--- src/rtl/fetch_pkg.sv ---
// fetch_pkg: shared state encoding, constants and IF/ID entry type for the fetch stage
package fetch_pkg;
    typedef enum logic [1:0] {IDLE, FETCH, FULL, HALT} fetch_state_t;
    localparam logic [4:0]  HALT_OPCODE = 5'b00000;
    localparam logic [15:0] DEFAULT_NOP = 16'h0800;
    typedef struct packed {
        logic [15:0] instr;
        logic [15:0] pc_next;
        logic        valid;
        logic        is_halt;
    } ifid_t;
endpackage

--- src/rtl/fetch_skid.sv ---
// fetch_skid: one-entry IF/ID holding buffer used while decode stalls
module fetch_skid
    import fetch_pkg::*;
(
    input  logic  clk,
    input  logic  rst,
    input  logic  load_i,
    input  logic  drain_i,
    input  logic  flush_i,
    input  ifid_t data_i,
    output ifid_t data_o
);
    ifid_t skid_q;
    always_ff @(posedge clk or posedge rst) begin
        if (rst) skid_q <= '0;
        else if (flush_i) skid_q <= '0;
        else if (load_i) skid_q <= data_i;
        else if (drain_i) skid_q <= '0;
    end
    assign data_o = skid_q;
endmodule

--- src/rtl/fetch_ctrl.sv ---
// fetch_ctrl: PC and imem handshake, IF/ID register with skid, redirect and HALT handling
module fetch_ctrl
    import fetch_pkg::*;
#(
    parameter logic [15:0] RESET_PC  = 16'h0000,
    parameter logic [15:0] NOP_INSTR = DEFAULT_NOP
) (
    input  logic        clk,
    input  logic        rst,
    input  logic        redirect,
    input  logic [15:0] redirect_pc,
    input  logic        stall,
    output logic        imem_rd,
    output logic [15:0] imem_addr,
    input  logic [15:0] imem_data,
    input  logic        imem_done,
    output logic [15:0] instruction,
    output logic [15:0] pc_next,
    output logic        if_valid,
    output logic        halted,
    output logic        err
);
    fetch_state_t state_q, state_d;
    logic [15:0]  pc_q, pc_d, req_addr_q, req_addr_d;
    logic         drop_q, drop_d, err_q, err_d, halted_q;
    logic         skid_load, skid_drain, skid_flush;
    ifid_t        out_q, out_d, skid, word;

    assign word = '{instr: imem_data, pc_next: pc_q + 16'd2, valid: 1'b1,
                    is_halt: imem_data[15:11] == HALT_OPCODE};

    always_comb begin
        state_d    = state_q;
        pc_d       = pc_q;
        drop_d     = drop_q;
        err_d      = err_q;
        out_d      = out_q;
        skid_load  = 1'b0;
        skid_drain = 1'b0;
        skid_flush = 1'b0;
        if (out_q.valid && !stall) begin
            out_d.valid = 1'b0;
            out_d.instr = NOP_INSTR;
        end
        if (redirect) begin
            pc_d        = redirect_pc;
            out_d.valid = 1'b0;
            out_d.instr = NOP_INSTR;
            skid_flush  = 1'b1;
            err_d       = err_q | redirect_pc[0];
            // an in-flight request keeps its address; its response is discarded
            drop_d      = state_q == FETCH && !imem_done && !redirect_pc[0];
            state_d     = redirect_pc[0] ? HALT : FETCH;
        end else begin
            case (state_q)
                IDLE: state_d = FETCH;
                FETCH: if (imem_done) begin
                    if (drop_q) drop_d = 1'b0;
                    else begin
                        pc_d = pc_q + 16'd2;
                        if (!out_q.valid || !stall) begin
                            out_d   = word;
                            state_d = word.is_halt ? HALT : FETCH;
                        end else begin
                            skid_load = 1'b1;
                            state_d   = FULL;
                        end
                    end
                end
                FULL: if (!stall) begin
                    out_d      = skid;
                    skid_drain = 1'b1;
                    state_d    = skid.is_halt ? HALT : FETCH;
                end
                default: state_d = state_q;
            endcase
        end
        req_addr_d = (state_q == FETCH && !imem_done) ? req_addr_q : pc_d;
    end

    always_ff @(posedge clk or posedge rst) begin
        if (rst) begin
            state_q    <= IDLE;
            pc_q       <= RESET_PC;
            req_addr_q <= RESET_PC;
            drop_q     <= 1'b0;
            err_q      <= 1'b0;
            halted_q   <= 1'b0;
            out_q      <= '{instr: NOP_INSTR, pc_next: RESET_PC, valid: 1'b0, is_halt: 1'b0};
        end else begin
            state_q    <= state_d;
            pc_q       <= pc_d;
            req_addr_q <= req_addr_d;
            drop_q     <= drop_d;
            err_q      <= err_d;
            halted_q   <= state_d == HALT;
            out_q      <= out_d;
        end
    end

    fetch_skid u_skid (
        .clk    (clk),
        .rst    (rst),
        .load_i (skid_load),
        .drain_i(skid_drain),
        .flush_i(skid_flush),
        .data_i (word),
        .data_o (skid)
    );

    assign imem_rd     = state_q == FETCH;
    assign imem_addr   = req_addr_q;
    assign instruction = out_q.instr;
    assign pc_next     = out_q.pc_next;
    assign if_valid    = out_q.valid;
    assign halted      = halted_q;
    assign err         = err_q;
endmodule

--- config.mk ---
export PLATFORM = sky130hd
export DESIGN_NAME = fetch_ctrl
export DESIGN_NICKNAME = d
export VERILOG_FILES = /design/src/rtl/fetch_pkg.sv /design/src/rtl/fetch_skid.sv /design/src/rtl/fetch_ctrl.sv
export SDC_FILE = /design/constraint.sdc
export NUM_CORES = 1
export LEC_CHECK = 0
export ABC_AREA = 1
export CAP_MARGIN = 5
export CORE_MARGIN = 8
export CORE_UTILIZATION = 45
export CTS_CLUSTER_DIAMETER = 50
export CTS_CLUSTER_SIZE = 30
export DETAILED_ROUTE_END_ITERATION = 8
export DONT_BUFFER_PORTS = 1
export SLEW_MARGIN = 20
export SYNTH_ARGS = -nofsm -noshare
export SYNTH_HDL_FRONTEND = slang
export SYNTH_SLANG_ARGS = --single-unit
--- constraint.sdc ---
create_clock -name clk -period 3.2 [get_ports clk]
set_clock_uncertainty 0.05 [all_clocks]
set_input_delay 0.48 -clock clk [delete_from_list [all_inputs] [get_ports clk]]
set_output_delay 0.48 -clock clk [all_outputs]
set_load 0.02 [all_outputs]
# Word-level counts from Yosys, hierarchy flattened
# Index checks and enable logic that the tools add are counted.
dict set report totals {
  ff_bits 104
  in_bits 37
}
dict set report op_classes {
  n_addsub 1
  eq_ne 7
  muxes 37
  bitwise_logic 2
  reduce_logical 16
}
# op n
set ops {}
lappend ops {{$mux W34} 7}
lappend ops {{$mux W16} 6}
lappend ops {{$pmux W34 S2} 1}
lappend ops {{$add A16 B2 Y16 const B} 1}
lappend ops {{$mux W2} 8}
lappend ops {{$mux W1} 14}
lappend ops {{$pmux W2 S3} 1}
lappend ops {{$reduce_and A6 Y1} 1}
lappend ops {{$reduce_bool A2 Y1} 3}
lappend ops {{$logic_not A5 Y1} 1}
lappend ops {{$eq A2 B2 Y1 const B} 2}
lappend ops {{$logic_not A1 Y1} 4}
lappend ops {{$ne A2 B1 Y1 const B} 2}
lappend ops {{$ne A2 B2 Y1 const B} 2}
lappend ops {{$logic_and A1 B1 Y1} 3}
lappend ops {{$reduce_bool A3 Y1} 1}
lappend ops {{$eq A2 B1 Y1 const B} 1}
lappend ops {{$logic_not A2 Y1} 1}
lappend ops {{$reduce_and A2 Y1} 1}
lappend ops {{$logic_or A1 B1 Y1} 1}
lappend ops {{$not A1 Y1} 1}
lappend ops {{$or A1 B1 Y1} 1}

# Depth between registers and ports, before layout
# Gate-level depths: netlist of the first run.
dict set report depth {
  word_depth 9
  ltp_mapped 11
  mapped_depth_nobuf 10
}

# Cells and area by module
# From an unflattened synthesis of the first run, not the netlist that was laid out.
dict set report unflattened {
  cells_unflattened 663
  area_unflattened_um2 5277.6
}
# module n_inst cells_per_inst area_per_inst_um2
set by_module_without_submodules {}
lappend by_module_without_submodules {fetch_ctrl 1 513 3903.7}
lappend by_module_without_submodules {fetch_skid 1 150 1373.8}

# Worst setup path before layout of the first run
# Ideal clock, no wire load.
dict set report synth_timing {
  path_type {reg-to-reg}
  from {register state_q[1]}
  to {register u_skid.skid_q (netlist bit u_skid.data_o[8])}
  arrival_time_ns 1.624
  required_time_ns 3.021
  slack_ns 1.398
  path_stages_with_launch 9
  synth_period_minus_slack_ns 1.802
  path_cell_list {dfrtp_1 inv_1 ha_1 nand3_2 nor2_1 nand2_2 nand3_2 buf_2 o22ai_1}
}
dict set report synth_via {
  elab_chain_cells 5
  word_cells_on_any_way 9
}
# item line
set synth_lines {}
lappend synth_lines {{start, declared} fetch_ctrl.sv:23} ;# fetch_state_t state_q, state_d;
lappend synth_lines {{start signal, assigned} fetch_ctrl.sv:91} ;# state_q <= state_d;
lappend synth_lines {{$eq A2 B1 Y1 (*)} --}
lappend synth_lines {{named net imem_rd} fetch_ctrl.sv:13} ;# output logic imem_rd,
lappend synth_lines {{$mux W1 (*)} fetch_ctrl.sv:55} ;# case (state_q)
lappend synth_lines {{$mux W1 (*)} fetch_ctrl.sv:45} ;# if (redirect) begin
lappend synth_lines {{$mux W34} fetch_skid.sv:17} ;# else if (load_i) skid_q <= data_i;
lappend synth_lines {{$mux W34} fetch_skid.sv:16} ;# else if (flush_i) skid_q <= '0;
lappend synth_lines {{end signal, assigned} fetch_skid.sv:17}
lappend synth_lines {{end, declared} fetch_skid.sv:13} ;# ifid_t skid_q;
# Mark *: on every way through the listed nets, which the timed path passes. The rest lies on a longest branch.
# A chain may end at the register's enable or synchronous reset.

==> flow_results.org, run 1 <==
** Global route
- Wire length of the first global-routing pass :: 21200 µm
- Largest net degree at the start of global routing :: 73
- Global routing used 18.0% of the available tracks.
- Via count of the first global-routing pass :: between 3000 and 4000
- Summed over all layers, the global routing overflow is 0.
- Number of antenna violations at the first check in global routing :: 0

** Floorplanning
- Die Ht :: 122 µm
- In this run the core area contains 38 standard-cell rows.
- The floorplan step defined a die boundary enclosing 14800 µm².
- Effective utilization at floorplan :: 46.3%
- After floorplanning, the core was sized to cover 10900 µm².
- Die Wd :: around 120 µm
- Pin placement for this block handled 89 I/O pins.

** STA
- Slew at the pin with the worst max-slew slack :: 724 ps
- The count of endpoints failing hold in the final timing report came to 0.
- Setup total negative slack on the finished layout was measured at 0 ps.
- Worst-case hold slack :: 31.0 ps
- The number of max-slew violations in the final report is 0.
- Setup violations remaining at the end of the flow were counted as 0.
- Clock period minus worst slack :: about 2500 ps
- Setup repair after global routing missed its margin :: false
- In the finished design, the share of the clock period the worst path needs comes to 78.3%.
- Min setup slack post-route :: 693 ps
- Worst rel slew slack :: about half
- Static timing analysis puts the maximum clock frequency at 0.399 GHz.

** Worst hold path
- The worst hold path belongs to the class input port to async pin.

** Setup path
- Arrival time at the worst endpoint :: 2750 ps
- CP required :: between 3000 and 4000 ps
- Register-to-register path setup slack :: 690 ps
- Cell count of the worst reg-to-reg path :: 8
- By startpoint and endpoint, the worst setup path is classified as flop to flop.
- Capturing element type of the critical path :: flop
- The worst register-to-register path begins at state_q[1]$_DFF_PP0_.
- The worst setup path is launched from a flop.
- In this run the critical register-to-register path is captured at instruction[2]$_DFF_PP0_.
- In this run the worst path has a maximum fanout of 22.

** Placed design
- Buffers placed on the I/O ports in this run total 0.
- Placement Setup Slack :: just under 700 ps
- Final weighted congestion in routability-driven placement :: 0.812
- Detailed placement finished with a half-perimeter wire length of 9140 µm.

** Drt
- Routed wirelength normalized by instance count :: 17.1 µm
- Overall routed net length :: around 13000 µm
- Post-detailed-route DRC marker count :: 0
- The detailed router placed 3930 vias in this run.
- After the first detailed-routing iteration, the DRC count stood at 270.
- DR vias/cell :: 5.26
- TritonRoute pass-1 iters :: 4
- Post-detailed-route count of antenna-violating nets :: 0

** Layout
- Relative area change from synthesis to final layout :: 6.73%
- Commonest cells after routing, fill and taps aside :: nand2_1 (178), dfrtp_1 (103), inv_1 (78), o22ai_1 (42)
- Most common library cell in the layout ignoring fill and taps :: nand2_1
- Share of layout cells above drive strength 1 :: 8.90%
- For this run, the share of the core covered by cells in the final layout is between 40% and 50%.
- The repair_antennas step left the layout with diodes totalling 0.
- The final layout contains 644 nets.

** Power and ir drop
- Sw frac :: 39.1%
- Comb pwr share :: between 20% and 30%
- Proportion of power drawn by the clock network :: 25.9%
- Static leakage :: 2.56 nW
- In this run the power density over the cells is around 730 nW/µm².
- Sequential cells account for between 40 and 50% of the total power.
- The internal portion of the total power is 2.39 mW.
- In this run the power spent charging and discharging nets is 1.53 mW.
- Maximum ir drop on the vdd rail :: 0.384 mV

** Synthesis
- Yosys mapped a number of flops with a built-in enable equal to 0.
- In the synthesized netlist the async set-or-reset flop fraction comes to 100%.
- Post-synth top flop :: dfrtp_1
- Multiplexer area fraction after synthesis :: 0%
- Number of distinct library cells after synthesis :: 37
- Sequential fraction of the synthesis area :: 51.7%
- Yosys warnings :: 0
- The synthesized netlist devotes approximately 15% of its cell area to compound gates.
- Summing the areas of all fa, ha and maj instances in the mapped netlist gives 1.24% of the synthesized area.
- After synthesis the netlist holds a flip-flop and latch count of between 100 and 150.
- The number of nets handed over by synthesis was 654.
- Share of synthesized cell area in and, or, nand and nor gates :: 20.9%
- Post-synthesis share of cell area spent on xor and xnor gates :: 1.39%
- Mapped Avg Cell Area :: 8.23 µm²
- Synthesis produced a netlist whose cell count is 612.
- In this run the cell area of the synthesized design comes to 5040 µm².
- After synthesis, the largest family of logic cells by area is simple AND/OR/NAND/NOR gates.

** Clock tree
- CTS built an H-tree with a depth of 3.
- CTS tree :: done
- Once the clock tree was built, the resizer swapped 0 gates to a different size.
- Clk sink count :: 104
- Clock tree synthesis inserted a total of 9 buffers.
- Number of buffers on the longest clock path :: 2
- Once the clock tree was built, the setup fixing pass inserted 0 buffers.
- For the worst-skew pair, the clock arrives at the later sink with an insertion delay of approximately 370 ps.
- Hold repair after CTS inserted 0 buffers.
- Clock-pin slew of the registers on the worst-case setup and hold paths :: 100 ps
- The cell sitting at the root of the clock tree is a clkbuf_8.

** Flow run
- The tool flagged a number of max-cap violations equal to 0.

** Status
- The run finished with clean final reports.
worst max-delay path: stages (launching register included):
cell     delay (ps)
dfrtp_1         420
inv_1           120
ha_1            410
nand3_2         220
nor2_2          450
inv_2           310
o22ai_1         210
nand2_1          70
a21oi_1         160
power by group through the flow:
stage                     sequential [mW]  clock [mW]  combinational (mW)
after CTS                            1.95        1.04               0.970
after detailed placement             1.97           0               0.966
after floorplan                      1.90           0               0.784
after global placement               1.97           0               0.954
after global routing                 1.98        1.09                1.10
final                                1.94        1.01               0.966
how the worst max path moves through the flow:
| stage | start | to | depth (start not counted) |
|---|---|---|---|
| after floorplan | state_q[1]$_DFF_PP0_ | u_skid.data_o[8]$_DFFE_PP0P_ | 8 |
| final | state_q[1]$_DFF_PP0_ | instruction[2]$_DFF_PP0_ | 8 |
| after global routing | state_q[0]$_DFF_PP0_ | u_skid.data_o[32]$_DFFE_PP0P_ | 5 |
| after detailed placement | state_q[1]$_DFF_PP0_ | instruction[2]$_DFF_PP0_ | 8 |
| after CTS | state_q[1]$_DFF_PP0_ | halted$_DFF_PP0_ | 9 |
| after global placement | state_q[1]$_DFF_PP0_ | halted$_DFF_PP0_ | 9 |
kinds of logic (layout without fill, tap and decap cells):
logic type,count (synthesis),after routing
AO/OA/AOI/OAI,131,131
XOR/XNOR,8,8
adder cells (fa/ha/maj),5,5
buffers and inverters,114,109
flip-flops,104,104
AND/OR/NAND/NOR,250,250
per-layer routing:
layer | vias to the layer above | share of wire (%) | global-route usage (%)
met5 | - | 0 | 0
met4 | 0 | 1.3 | 6.09
met2 | 110 | 42 | 25.0
met1 | 1846 | 49 | 26.3
met3 | 12 | 7.5 | 5.04
li1 | 1962 | - | -
area by class of cell:
cell class	count	area, µm²
Clock buffer	11	151
Clock inverter	5	103
Fill cell	1053	5510
Inverter	87	330
Multi-Input combinational cell	394	1960
Sequential cell	104	2600
Tap cell	140	175
Timing Repair Buffer	6	57.6
registers in the layout, summed over array words and instances, names as in the netlist:
register / cells
halted: 1
pc_next: 16
pc_q: 16
drop_q: 1
instruction: 16
err: 1
if_valid: 1
imem_addr: 16
state_q: 2
u_skid.data_o: 34
cells in the mapped netlist (2+ instances only):
library cell | count | area share, %
a21boi_0 | 4 | 0.60
a21oi_1 | 27 | 2.7
a22o_1 | 4 | 0.70
a22oi_1 | 3 | 0.45
a31oi_1 | 3 | 0.37
buf_2 | 13 | 1.3
buf_4 | 3 | 0.45
buf_6 | 3 | 0.67
clkbuf_1 | 7 | 0.52
dfrtp_1 | 103 | 51
ha_1 | 5 | 1.2
inv_1 | 79 | 5.9
inv_2 | 8 | 0.60
nand2_1 | 178 | 13
nand2_2 | 3 | 0.37
nand3_1 | 27 | 2.7
nand3_2 | 3 | 0.60
nand4_1 | 5 | 0.62
nor2_1 | 18 | 1.3
nor2_2 | 6 | 0.75
nor3_1 | 3 | 0.30
o21ai_0 | 24 | 2.4
o21ai_1 | 16 | 1.6
o21ai_2 | 2 | 0.35
o22ai_1 | 42 | 5.2
or2_2 | 6 | 0.75
xor2_1 | 7 | 1.2
per-stage QoR:
step	total power [mW]	cells	instance area [µm²]
floorplan	2.69	612	5040
global placement	2.92	731	5120
detailed placement	2.94	731	5120
CTS	3.96	747	5380
global route	4.17	747	5380
finish	3.92	747	5380
No activity file was read; power rests on OpenSTA's default activity.
==> inputs of run 2 (changes only) <==
==> constraint.sdc (replaced) <==
create_clock -name clk -period 2.3 [get_ports clk]
set_clock_uncertainty 0.05 [all_clocks]
set_input_delay 0.345 -clock clk [delete_from_list [all_inputs] [get_ports clk]]
set_output_delay 0.345 -clock clk [all_outputs]
set_load 0.02 [all_outputs]
==> run 2 against run 1 <==
Final area is 0.16% lower. Global-route usage decreased by 0.48 points. Register-to-register slack got worse by 390 ps. Sequential cell count unchanged. Highest routed layer unchanged. First-iteration DRC count increased by 7.8%. Die area is the same.
==> flow_results.org, run 2 (synthesized netlist as in run 1, its figures left out) <==
** Status
- The flow ran to the end, and the final reports show no timing, DRC or antenna violations.

** Layout
- Relative area change from synthesis to final layout :: 6.56%
- In the layout the commonest cells are nand2_1 (177), dfrtp_1 (103), inv_1 (78), o22ai_1 (42).
- For this run, the post-layout net count is about 650.
- Footprint of the multi-input gates :: 1960 µm²
- Number of flip-flops in the largest register :: 34
- Seq. cell area :: 2600 µm²
- 0 antenna diodes ended up in the layout.
- Share of layout cells above drive strength 1 :: 9.28%
- At the end of the flow the core is filled with cells to approximately half.
- Leaving out filler cells and counting taps, the final layout contains 754.
- The layout has 1065 filler cells.
- Most common library cell in the layout ignoring fill and taps :: nand2_1

** Drt
- Once detail routing completed, the nets flagged for antenna violations numbered 0.
- After detailed routing, the number of remaining DRC violations is 0.
- In the final routed layout, each cell accounts on average for 16.7 µm.
- Routed via count :: 3985
- After detailed routing, the number of vias per cell comes to 5.29.
- After detailed routing, the total wire length is 12600 µm.
- Number of DRC violations after detailed-routing iteration 0 :: between 200 and 300
- Before antenna repair, the detailed router went through 7 iterations.

** Placed design
- Prior to clock tree synthesis, the placed netlist has a worst setup slack of 263 ps.
- Half-perimeter wire length after detailed placement :: about 9000 µm
- Routability-driven placement finished with a final weighted congestion of 0.895.
- Including well taps, the total number of placed cells is roughly 740.
- Count of buffers inserted at the top-level ports :: 0

** Worst hold path
- Hold Startpoint :: redirect_pc[0]
- Worst hold path cell count :: 1
- The worst hold path terminates at drop_q$_DFFE_PP0P_.
- Worst hold path class :: input port to flop

** Clock tree
- In this run the post-CTS setup repair buffer count came out at 0.
- Number of buffers created by CTS :: 9
- Clock tree synthesis found a total of 104 sinks.
- Number of buffers on the longest clock path :: 2
- CTS built an H-tree with a depth of 3.
- CTS tree :: done
- CTS placed an instance of clkbuf_8 at the clock tree root.
- Clock-pin slew of the registers on the worst-case setup and hold paths :: 90 ps
- Latest clock arrival within the worst-skew pair :: 370 ps

** STA
- The worst path meets setup with 306 ps of slack.
- Setup repair after global routing missed its margin :: false
- Worst rel slew slack :: 47.9%
- Total count of hold-check failures in the final report :: 0
- The worst path needs roughly 2000 ps of the cycle, external delays included.
- Sum of negative setup slack :: 0 ps
- Based on the critical path, the design can be clocked at up to 0.502 GHz.
- Slew at the pin with the worst max-slew slack :: between 700 and 800 ps
- The number of max-slew violations in the final report came to 0.
- After layout, the worst path uses 86.7% of the clock period.
- Worst-case hold slack :: ~31 ps
- Setup violations remaining at the end of the flow were counted as 0.

** Setup path
- In this run the critical register-to-register path is captured at pc_next[9]$_DFFE_PP0P_.
- Arrival time at the worst endpoint :: ~2200 ps
- Register-to-register path setup slack :: 310 ps
- The worst register-to-register path has a depth of 7.
- The startpoint identified for the worst register-to-register timing path is state_q[0]$_DFF_PP0_.
- Max FO, Critical Path :: 16
- STA puts the critical path data required time at 2510 ps.
- Capturing element type of the critical path :: flop
- Critical path startpoint category :: flop
- The critical path is of the flop to flop type.

** Floorplanning
- From bottom edge to top edge, the die measures 122 µm.
- I/O pin count :: 89
- The initial utilization of the core area, before any placement, comes to between 40% and 50%.
- Floorplan die area :: 14800 µm²
- Number of placement rows :: 38
- Die Wd :: 122 µm
- Placeable Area :: 10900 µm²

** Global route
- Number of antenna violations at the first check in global routing :: 0
- Largest net degree at the start of global routing :: a little under 50
- Via count of the first global-routing pass :: 3998
- Wire length of the first global-routing pass :: 20800 µm
- Final global-route overflow total :: 0
- Global routing consumed, over all layers together, between 15 and 20% of the routing resources.

** Power and ir drop
- Power spread over the standard cell area amounts to 952 nW/µm².
- For this design the static power due to leakage is between 2 and 3 nW.
- Across the VDD grid, the largest voltage drop is around 0.48 mV.

** Flow run
- Max-cap violations :: 0
==> run 2: layout make-up <==
type | count | area share [%]
clock buffer | 13 | 2.77
tap | 140 | 3.26
timing repair buffer | 14 | 2.52
sequential | 104 | 48.5
inverter | 87 | 6.15
multi-input combinational | 394 | 36.5
clock inverter | 2 | 0.303
==> run 2: layer usage <==
metal	global-route usage, %	wire, µm	vias up
met5	0	0	-
met4	5.32	145	0
met3	5.32	1010	13
met2	25.1	5370	112
met1	24.9	6050	1881
li1	-	-	1979
==> run 2: worst max path at each step <==
stage,startpoint,end,slack (ps),depth (start not counted)
2_1_floorplan,state_q[1]$_DFF_PP0_,u_skid.data_o[8]$_DFFE_PP0P_,500,8
3_3_place_gp,state_q[0]$_DFF_PP0_,pc_next[1]$_DFFE_PP0P_,300,7
3_5_place_dp,state_q[0]$_DFF_PP0_,pc_next[1]$_DFFE_PP0P_,260,7
4_1_cts,state_q[0]$_DFF_PP0_,pc_next[9]$_DFFE_PP0P_,240,7
5_1_grt,state_q[0]$_DFF_PP0_,pc_next[9]$_DFFE_PP0P_,100,7
6_report,state_q[0]$_DFF_PP0_,pc_next[9]$_DFFE_PP0P_,310,7
==> run 2: what timing repair did <==
item | 4_1_cts | 5_1_grt
hold endpoints to repair | 42 | 0
hold buffers | 2 | 0
resized for setup | 0 | 1
endpoints found under the setup margin | 0 | 4
==> run 2: per-stage QoR <==
| step | cell area [µm²] | power (mW) |
|---|---|---|
| floorplan | 5040 | 3.74 |
| global placement | 5180 | 4.10 |
| detailed placement | 5180 | 4.12 |
| CTS | 5370 | 5.16 |
| global route | 5370 | 5.47 |
| finish | 5370 | 5.11 |
==> run 2: critical path, cell delays in order, from the launching register on <==
cell and delay, ps:
dfrtp_1 410, inv_1 80, ha_1 250, nand2_1 110
inv_1 80, nor3_1 320, nand2_2 280, a22o_1 300
==> run 2: where the power goes <==
group | total (mW) | internal (mW) | switching [mW] | leakage [nW]
Clock | 1.01 | 0.422 | 0.592 | 0.0797
Combinational | 1.38 | 0.429 | 0.956 | 1.11
Sequential | 2.71 | 2.14 | 0.572 | 1.36
==> inputs of run 3 (changes only) <==
--- a/config.mk
+++ b/config.mk
@@ -6,7 +6,7 @@
 export NUM_CORES = 1
 export LEC_CHECK = 0
 export ABC_AREA = 1
-export CAP_MARGIN = 5
+export CAP_MARGIN = 20
 export CORE_MARGIN = 8
 export CORE_UTILIZATION = 45
 export CTS_CLUSTER_DIAMETER = 50
==> results of run 3 <==
The final DEF is identical to that of run 2; final timing and power are the same.
==> edit, RTL diff (config.mk and constraints of run 3) <==
Register the output `err` once more, without a reset; this adds one clock of latency there. The other outputs are not delayed to match.
--- a/src/rtl/fetch_ctrl.sv
+++ b/src/rtl/fetch_ctrl.sv
@@ -116,3 +116,5 @@
     assign halted      = halted_q;
-    assign err         = err_q;
+    always_ff @(posedge clk) begin
+        err <= err_q;
+    end
 endmodule
Behaviour: not the same (a bounded check fails within 4 cycles, from zero or initial values and one cycle with rst high).
==> edit against run 3 <==
Routed wire length is 0.76% higher. Sequential cell count grew 1. Total power grew 7.8%. Final area grew 1.6%. Sequential power hardly changed. Synthesized area is 0.40% higher. Setup slack worse by 0.035 ns. Critical endpoint is now pc_next[1].
==> edit: results (changes against run 3) <==
drt-vias-per-instance: 5.327  # +0.79%
synth_cell_types: 38  # +2.7%
arrival_ns: 2.23  # +0.03 ns
synth-main-ff-cell: "dfrtp_1"
final_hold_viol_count: 0  # unchanged
holdCritPathClass: "in -> reg"
gr-usage-all-layers_pct: 17.57  # +0.023 points
detail_route.first_pass.iterations: 6  # -1
gp_congestion: 0.8817  # -1.5%
yosysSeqAreaShare_pct: 51.88  # +0.19 points
nets: 650  # -0.31%
synthAdderAreaFrac_pct: 1.237  # -0.0049 points
reg2reg_from: "state_q[0]"
critPathTopFamily: "simple AND/OR/NAND/NOR gates"
synth_compound_area_share_pct: 15.24  # -0.061 points
post_drt_wl_per_cell_um: 16.82  # +0.90%
synth_warnings: 0  # unchanged
diodes: 0  # unchanged
crit_type: "reg -> reg"
synth_cells: 613  # +0.16%
cp_max_fo: 16  # unchanged
place_hpwl_um: 8940  # -1.1%
dp_cells: 735  # -0.27%
largest_register_ff_count: 34  # unchanged
root_buffer: "clkbuf_8"
drt_iter0_markers: 337  # +16%
synth_area_leaders: "dfrtp_1, nand2_1, inv_1, o22ai_1, a21oi_1"
max_stage_delay_ns: 0.41  # about the same
crit_slowest_cell: "dfrtp_1"
clk_latency_ns: 0.37  # about the same
peakVddDrop_uv: 490.4  # +2.6%
tightestPinTransition_ns: 0.6906  # -0.08865 ns
grt_pass1_wl_um: 20900  # +0.36%
fillers: 1053  # -1.1%
status: "finished, final reports clean"
grt_max_degree: 105  # +110%
drive_above_1_share_pct: 9.135  # -0.15 points
p_leak_uw: 0.002593  # +1.6%
cts_setup_buffers: 0  # unchanged
synth_top_cells_by_count: "nand2_1, dfrtp_1, inv_1, o22ai_1"
hold_start: "redirect_pc[0]"
io_buffers: 0  # unchanged
synthXorXnorAreaFrac_pct: 1.385  # -0.0055 points
syn-num-nets: 655  # +0.15%
async_flop_share_pct: 99.05  # -0.95 points
drt_wl_total_um: 12670  # +0.76%
grt_pass1_vias: 3962  # -0.90%
path_clk_slew_ns: 0.09  # about the same
antenna_found_initial: 0  # unchanged
edit: cell count changes after synthesis, sizes merged:
cell,change
dfxtp,+1
edit: power breakdown:
group | switching (uW) | internal, uW | total [uW]
Sequential | 569 | 2160 | 2720
Combinational | 955 | 424 | 1380
Clock | 616 | 786 | 1400
Total | 2140 | 3360 | 5510
edit: stage by stage:
step / instance area, sq um / utilization, % / worst slack [ns] / hold WS (ns) / total power [uW]
final: 5451 / 50.07 / 0.2710 / 0.03432 / 5505
after global routing: 5451 / 50.07 / 0.08978 / 0.01428 / 5844
after CTS: 5451 / 50.07 / 0.2701 / 0.009519 / 5560
after detailed placement: 5177 / 47.55 / 0.2898 / 0.3177 / 4137
after global placement: 5177 / 47.55 / 0.2967 / 0.3071 / 4117
after floorplan: 5061 / - / 0.4978 / 0.2972 / 3753
edit: final timing paths:
kind / to / depth (start not counted) / slack, ns
worst max register to register: pc_next[1] / 7 / 0.27
max in group asynchronous: instruction[15] / 3 / 1.22
worst max-delay path: pc_next[1] / 7 / 0.27
worst min-delay path: drop_q / 1 / 0.03
min in group asynchronous: pc_next[13] / 3 / 0.56
worst min register to register: err / 0 / 0.33
edit: area by class of cell:
class / instances / area share (%)
flip-flops and latches: 105 / 48.13
multi-input cells: 394 / 35.87
inverters: 87 / 6.059
well taps: 140 / 3.213
clock buffers: 12 / 2.846
repair buffers: 11 / 2.066
clock inverters: 4 / 1.813
edit: worst register-to-register path: cells and delay by family, from the launching register on:
family          cells  cell delay (ns)
fa+ha+maj           1             0.25
flops               1             0.41
compound gates      1             0.35
simple gates        3             0.72
buf+inv             2             0.16
edit: logic make-up after synthesis:
logic type | count (synthesis)
AND/OR/NAND/NOR | 250
buffers and inverters | 114
flip-flops | 105
adder cells (fa/ha/maj) | 5
AO/OA/AOI/OAI | 131
XOR/XNOR | 8
edit: layer usage:
metal | vias to the layer above | track usage (%) | share of wire, %
li1 | 1973 | - | -
met1 | 1898 | 24.89 | 48
met2 | 132 | 25.69 | 43
met3 | 8 | 5.137 | 8.7
met4 | 0 | 4.472 | 0.84
met5 | - | 0 | 0
edit: repair_timing:
action | in CTS | in global routing
endpoints found under the hold margin | 119 | 0
hold buffers | 2 | 0
gates resized for setup | 0 | 0
